--- config.mk ---
export PLATFORM = sky130hd
export DESIGN_NAME = fifo_stream_reader_flat
export DESIGN_NICKNAME = d
export VERILOG_FILES = /design/src/rtl/fifo_pkg.sv /design/src/rtl/fifo_stream_reader_if.sv /design/src/rtl/skid_buffer_2.sv /design/src/rtl/fifo_stream_reader.sv /design/src/flat_wrapper.sv
export SDC_FILE = /design/constraint.sdc
export NUM_CORES = 1
export LEC_CHECK = 0
export ABC_CLOCK_PERIOD_IN_PS = 2350
export BUFFER_PORTS_ARGS = -buffer_cell sky130_fd_sc_hd__buf_2
export CORE_MARGIN = 5
export CORE_UTILIZATION = 30
export CTS_BUF_LIST = sky130_fd_sc_hd__clkbuf_4 sky130_fd_sc_hd__clkbuf_8
export DETAILED_ROUTE_END_ITERATION = 12
export PLACE_DENSITY_LB_ADDON = 0.25
export SETUP_SLACK_MARGIN = 0.05
export SKIP_LAST_GASP = 1
export SLEW_MARGIN = 10
export SYNTH_ARGS = -nofsm -noshare
export SYNTH_HDL_FRONTEND = slang
export SYNTH_SLANG_ARGS = --single-unit
--- constraint.sdc ---
create_clock -name clk -period 2.35 [get_ports clk]
set_input_delay 0.235 -clock clk [delete_from_list [all_inputs] [get_ports clk]]
set_output_delay 0.235 -clock clk [all_outputs]
set_load 0.02 [all_outputs]
--- src/rtl/fifo_pkg.sv ---
// Shared types for the FIFO read-side engine: default word width, reader FSM states and the word type.
package fifo_pkg;

    localparam int FIFO_W = 8;

    typedef enum logic [1:0] {
        IDLE   = 2'd0,
        STREAM = 2'd1,
        DRAIN  = 2'd2
    } rd_state_t;

    typedef logic [FIFO_W-1:0] fifo_word_t;

endpackage

--- src/rtl/fifo_stream_reader_if.sv ---
// FIFO read port plus the valid/ready output stream of the reader.
// master = reader side, slave = FIFO + downstream consumer side.
interface fifo_stream_reader_if #(
    parameter int FIFO_W = fifo_pkg::FIFO_W
);
    logic              fifo_empty;
    logic [FIFO_W-1:0] fifo_data;
    logic              fifo_read_enable;
    logic              m_valid;
    logic              m_ready;
    logic [FIFO_W-1:0] m_data;

    modport master (
        input  fifo_empty, fifo_data, m_ready,
        output fifo_read_enable, m_valid, m_data
    );

    modport slave (
        output fifo_empty, fifo_data, m_ready,
        input  fifo_read_enable, m_valid, m_data
    );
endinterface

--- src/rtl/skid_buffer_2.sv ---
// Two-entry in-order holding buffer; entry 0 is the head presented downstream.
// Latency: a push is visible at the head the cycle after it is written into an empty buffer.
// Backpressure: caller must not push into a full buffer unless it also pops that cycle.
module skid_buffer_2 #(
    parameter int W = 8
) (
    input  logic         clk,
    input  logic         rst,
    input  logic         push_i,
    input  logic [W-1:0] push_dat_i,
    input  logic         pop_i,
    output logic [1:0]   occ_o,
    output logic [W-1:0] head_o
);
    logic [W-1:0] ent0_q, ent0_d, ent1_q, ent1_d;
    logic [1:0]   occ_q, occ_d;

    always_comb begin
        ent0_d = ent0_q;
        ent1_d = ent1_q;
        occ_d  = occ_q;
        if (pop_i && occ_q != 2'd0) begin
            ent0_d = ent1_q;
            occ_d  = occ_q - 2'd1;
        end
        // Slot choice uses the post-pop count so push+pop keeps strict order.
        if (push_i && occ_d != 2'd2) begin
            if (occ_d == 2'd0) ent0_d = push_dat_i;
            else               ent1_d = push_dat_i;
            occ_d = occ_d + 2'd1;
        end
    end

    always_ff @(posedge clk) begin
        if (rst) begin
            ent0_q <= '0;
            ent1_q <= '0;
            occ_q  <= 2'd0;
        end else begin
            ent0_q <= ent0_d;
            ent1_q <= ent1_d;
            occ_q  <= occ_d;
        end
    end

    assign occ_o  = occ_q;
    assign head_o = ent0_q;
endmodule

--- src/rtl/fifo_stream_reader.sv ---
// Pops a synchronous FIFO and re-presents its words as a valid/ready stream (FIFO_READER_STATS_EN adds beat_count).
// Latency: pop at edge E0, word captured at E1, m_valid high after E1; 1 word/cycle sustained.
// Backpressure: pops only issue with skid credit, so words are never dropped or duplicated.
module fifo_stream_reader
    import fifo_pkg::*;
#(
    parameter int FIFO_W = fifo_pkg::FIFO_W,
    parameter int CNT_W  = 16
) (
    input  logic                 clk,
    input  logic                 rst,
    input  logic                 enable,
    fifo_stream_reader_if.master bus,
    output logic                 busy
`ifdef FIFO_READER_STATS_EN
    ,
    output logic [CNT_W-1:0]     beat_count
`endif
);
    localparam logic [1:0] S_IDLE   = IDLE;
    localparam logic [1:0] S_STREAM = STREAM;
    localparam logic [1:0] S_DRAIN  = DRAIN;

    logic [1:0]        state_q, state_d;
    logic              in_flight_q;
    logic [1:0]        occ;
    logic [1:0]        pending;
    logic [FIFO_W-1:0] head;
    logic              handshake;
    logic              credit;

    skid_buffer_2 #(.W(FIFO_W)) u_skid (
        .clk        (clk),
        .rst        (rst),
        .push_i     (in_flight_q),
        .push_dat_i (bus.fifo_data),
        .pop_i      (handshake),
        .occ_o      (occ),
        .head_o     (head)
    );

    assign bus.m_valid = (occ != 2'd0);
    assign bus.m_data  = head;
    assign handshake   = bus.m_valid & bus.m_ready;

    // A word in flight from the FIFO already owns a skid slot.
    assign pending = occ + {1'b0, in_flight_q};
    assign credit  = (pending <= 2'd1) | ((pending == 2'd2) & handshake);
    assign bus.fifo_read_enable = (state_q == S_STREAM) & ~bus.fifo_empty & credit;
    assign busy = (state_q != S_IDLE);

    always_comb begin
        state_d = state_q;
        case (state_q)
            S_IDLE:   if (enable) state_d = S_STREAM;
            S_STREAM: if (!enable) state_d = S_DRAIN;
            S_DRAIN: begin
                if (enable)                               state_d = S_STREAM;
                else if (occ == 2'd0 && !in_flight_q)     state_d = S_IDLE;
            end
            default:  state_d = S_IDLE;
        endcase
    end

    always_ff @(posedge clk) begin
        if (rst) begin
            state_q     <= S_IDLE;
            in_flight_q <= 1'b0;
        end else begin
            state_q     <= state_d;
            in_flight_q <= bus.fifo_read_enable;
        end
    end

`ifdef FIFO_READER_STATS_EN
    logic [CNT_W-1:0] beat_cnt_q;

    always_ff @(posedge clk) begin
        if (rst)                                 beat_cnt_q <= '0;
        else if (handshake && beat_cnt_q != '1)  beat_cnt_q <= beat_cnt_q + CNT_W'(1);
    end

    assign beat_count = beat_cnt_q;
`endif
endmodule

--- src/flat_wrapper.sv ---
// flat-port wrapper written by rule: the top's interface ports become plain ports
module fifo_stream_reader_flat import fifo_pkg::*;
#(
    parameter int FIFO_W = fifo_pkg::FIFO_W,
    parameter int CNT_W  = 16
)
  (clk, rst, enable, busy, bus_fifo_empty, bus_fifo_data, bus_m_ready, bus_fifo_read_enable, bus_m_valid, bus_m_data);
  fifo_stream_reader_if #(.FIFO_W(FIFO_W)) bus_i ();
  input  logic clk;
  input  logic rst;
  input  logic enable;
  output logic busy;
  input wire logic [$bits(bus_i.fifo_empty)-1:0] bus_fifo_empty;
  input wire logic [$bits(bus_i.fifo_data)-1:0] bus_fifo_data;
  input wire logic [$bits(bus_i.m_ready)-1:0] bus_m_ready;
  output wire logic [$bits(bus_i.fifo_read_enable)-1:0] bus_fifo_read_enable;
  output wire logic [$bits(bus_i.m_valid)-1:0] bus_m_valid;
  output wire logic [$bits(bus_i.m_data)-1:0] bus_m_data;
  assign bus_i.fifo_empty = bus_fifo_empty;
  assign bus_i.fifo_data = bus_fifo_data;
  assign bus_i.m_ready = bus_m_ready;
  assign bus_fifo_read_enable = bus_i.fifo_read_enable;
  assign bus_m_valid = bus_i.m_valid;
  assign bus_m_data = bus_i.m_data;
  fifo_stream_reader #(.FIFO_W(FIFO_W), .CNT_W(CNT_W)) u_core (.clk(clk), .rst(rst), .enable(enable), .bus(bus_i), .busy(busy));
endmodule
==> summary by stage <==
Global route
The via count of the first global-routing pass is between 800 and 900. The wire length of the first global-routing pass is 3800 µm. The initial antenna violation count is 0. Entering global routing, the biggest net connects 30 pins. Across every metal layer, demand over resource in global routing totals 0.0950. Global routing finished with a remaining overflow of 0.

Timing
Setup repair after global routing left no endpoint under its margin. The final-layout setup total negative slack is 0 ns. The period utilization is 0.901. The worst clock skew is 0.00322 ns. The number of endpoints with negative hold slack in the final report is 0. The worst max-slew margin expressed relative to the limit is 0.698. The final-report max-slew violation count is 0. The total setup violations reported at the end of the flow is 0.

At the pin with the least slew margin, the transition time is 0.454 ns. Timing would allow up to between 400 and 500 MHz. The clock period could shrink to 2.12 ns.

Yosys
Synthesis produced 106 cells. The largest area contributor in the netlist is sky130_fd_sc_hd__dfxtp_1. The count of cell types in the netlist is 24. Ranked by instance count, the synthesized netlist is headed by sky130_fd_sc_hd__dfxtp_1 (21), sky130_fd_sc_hd__nand2b_1 (18), sky130_fd_sc_hd__mux2i_1 (17), sky130_fd_sc_hd__a211o_1 (8), sky130_fd_sc_hd__o21ai_0 (8).

Of the total synthesized cell area, the portion taken by AND, OR, NAND and NOR gates is 0.173. The most instantiated flip-flop cell in the synthesis netlist is sky130_fd_sc_hd__dfxtp_1. The post-synthesis xor/xnor area fraction is 0.0316. The average footprint of a synthesized cell is 10.1 µm².

In this run, synthesis inferred 0 flip-flops with an integrated enable. After synthesis, the largest family of logic cells by area is simple AND/OR/NAND/NOR gates. The most frequent cell after synthesis is sky130_fd_sc_hd__dfxtp_1. The number of nets in the synthesized netlist is 122.

For this run, the number of Yosys warnings is 0. Of the total synthesized cell area, the portion taken by full adders, half adders and majority gates is 0.0351. The netlist area before placement is 1070 µm².

Of the post-synthesis cell area, the dominant cell type holds 0.393. Of the synthesized area, sequential elements account for 0.393. By area the synthesized netlist is led by sky130_fd_sc_hd__dfxtp_1 (39%), sky130_fd_sc_hd__mux2i_1 (16%), sky130_fd_sc_hd__nand2b_1 (11%), sky130_fd_sc_hd__a211o_1 (6.5%), sky130_fd_sc_hd__o21ai_0 (3.7%).

The compound-cell area share of the yosys netlist was 0.147. Synthesis inferred 21 register bits. After synthesis, the share of cell area in mux cells is 0.159.

In the synthesized netlist the async set-or-reset flop fraction comes to 0.

Pwr
The worst-case IR drop observed on VDD is 0.371 mV. The power density normalized to cell area is 786 nW/µm². The total power draw is a little under 1000 µW. The analysis attributes to cell leakage a power of 0.000606 µW.

Setup path
The startpoint-to-endpoint class of the critical path is flop to flop. Along the worst path, the maximum fanout reaches 12. The required arrival time at the worst endpoint is 2.58 ns. The critical path startpoint category is a flop. STA classifies the critical path endpoint as a flop. The signal arrival time at the worst endpoint is ~2.3 ns. Counting cells, the worst reg-to-reg path comes to 9.

Clocking
The number of buffers inserted during clock tree synthesis is 3. The clock net sink count is 21. Counting along the longest clock path gives a buffer depth of 2. Gates resized during post-CTS repair numbered 0. The CTS tree is done. The clock tree root driver cell is sky130_fd_sc_hd__clkbuf_4.

After clock tree synthesis, the clock-pin slew on the worst setup and hold paths is 0.11 ns. In this run the post-CTS setup repair buffer count came out at 0. Clock latency on the worst-skew pair, taken at its later pin, is approximately 0.31 ns.

The number of levels the H-tree was split into is 1. The number of buffers inserted for hold repair after clock tree synthesis is 0.

Detailed routing
Using the TritonRoute via totals, the vias-per-cell ratio works out to 4.69. The post-detailed-route wirelength per cell is 12.5 µm. The first detailed-routing pass took 4 iterations. The DRC violation count after routing is 0.

Summed over all layers, the routed wires come to between 2000 and 2500 µm. Summing over every cut layer, the via total after detailed routing is 816. The detail route stage leaves a number of antenna-violating nets equal to 0.

The detailed router finished its first iteration with 10 violations.

Layout
The net count of the finished layout is 145. The post-route non-filler standard cell count is between 150 and 200. In the final layout, the share of cells above drive strength 1 is 0.281. The count of antenna diodes in the layout is 0.

The utilization of the core after routing is 0.367. Compared with the post-synthesis result, the final layout area differs by 16.3%.

Floorplan
The number of standard-cell rows in the floorplan is 21. The starting density of the core is 0.316. The floorplan step defined a core boundary enclosing 3390 µm². The floorplan step defined a die boundary enclosing 4860 µm². The horizontal extent of the die is 69.7 µm. The top-level port count is 24. Measured along the y axis, the die boundary spans between 60 and 70 µm.

Hold path
The number of stages on the worst hold path is 2. The classification of the worst-slack hold path is primary input to flop.

Outcome
The flow ran to the end, and the final reports show no timing, DRC or antenna violations.

Place
The routability congestion estimate from global placement is 0.655. Summed over all nets, the half-perimeter wirelength after detailed placement is 1580 µm. Including well taps, the total number of placed cells is between 150 and 200. Input and output buffers added on the ports amount to 23.

Run
Max-cap violations in this run came to 0.
critical path, stage by stage, from the launching register on:
cell	delay, ns
sky130_fd_sc_hd__dfxtp_1	0.37
sky130_fd_sc_hd__inv_1	0.10
sky130_fd_sc_hd__ha_1	0.24
sky130_fd_sc_hd__nand2b_4	0.25
sky130_fd_sc_hd__xnor2_2	0.20
sky130_fd_sc_hd__ha_1	0.22
sky130_fd_sc_hd__nor2b_2	0.20
sky130_fd_sc_hd__buf_4	0.18
sky130_fd_sc_hd__nor2_1	0.04
sky130_fd_sc_hd__a211oi_1	0.23
final cells by class:
cell class / count / area [µm²]
clock buffer: 3 / 22.5
clock inverter: 1 / 5.00
fill: 357 / 2150
inverter: 5 / 18.8
multi-input combinational: 73 / 589
sequential: 21 / 420
tap: 46 / 57.6
timing repair buffer: 25 / 130
registers in the layout, summed over array words and instances (netlist names):
register / flops
u_core.in_flight_q: 1
u_core.state_q: 2
u_core.u_skid.ent1_q: 8
u_core.u_skid.head_o: 8
u_core.u_skid.occ_o: 2
per-stage QoR:
step	cell area (µm²)	hold WS [ns]	setup WS, ns
floorplan	1070	0.313	0.377
global placement	1210	0.421	0.270
detailed placement	1210	0.425	0.170
CTS	1240	0.0863	0.131
global route	1240	0.0712	0.0681
finish	1240	0.0873	0.232
power breakdown:
group          switching, µW  leakage [µW]  internal, µW
Clock                    114     0.0000177          63.7
Combinational            234      0.000419           165
Sequential              17.8      0.000170           383
Total                    366      0.000606           612
final timing paths:
check	to	startpoint	slack, ns
hold / removal	u_core.state_q[1]	enable	0.09
hold reg to reg	u_core.u_skid.ent1_q[6]	u_core.u_skid.ent1_q[6]	0.48
setup / recovery	u_core.u_skid.occ_o[1]	u_core.u_skid.occ_o[0]	0.23
setup reg to reg	u_core.u_skid.occ_o[1]	u_core.u_skid.occ_o[0]	0.23
metal layers:
layer,routed length [µm],vias to the layer above,global-route usage
li1,-,413,-
met1,982,377,0.108
met2,1030,20,0.160
met3,149,6,0.0435
met4,17,0,0.0255
met5,0,-,0
cell usage in the layout (no fill, tap or decap), types with 2 or more instances in the layout:
cell type,instances
sky130_fd_sc_hd__buf_2,23
sky130_fd_sc_hd__dfxtp_1,21
sky130_fd_sc_hd__nand2b_1,18
sky130_fd_sc_hd__mux2i_1,17
sky130_fd_sc_hd__o21ai_0,8
sky130_fd_sc_hd__a211o_1,8
sky130_fd_sc_hd__inv_1,5
sky130_fd_sc_hd__a211oi_1,3
sky130_fd_sc_hd__ha_1,3
sky130_fd_sc_hd__clkbuf_4,3
sky130_fd_sc_hd__xor2_1,2
sky130_fd_sc_hd__nor2_1,2
sky130_fd_sc_hd__nor2b_1,2
sky130_fd_sc_hd__buf_4,2
cells by family after synthesis:
kind of cell | count (synthesis)
xor gates and xnor gates | 3
adders and majority gates | 3
buffers and inverters | 12
AOI/OAI and AO/OA | 22
DFF | 21
and+or+nand+nor | 28
muxes | 17
Note: power is estimated with default switching activity, not from simulation.
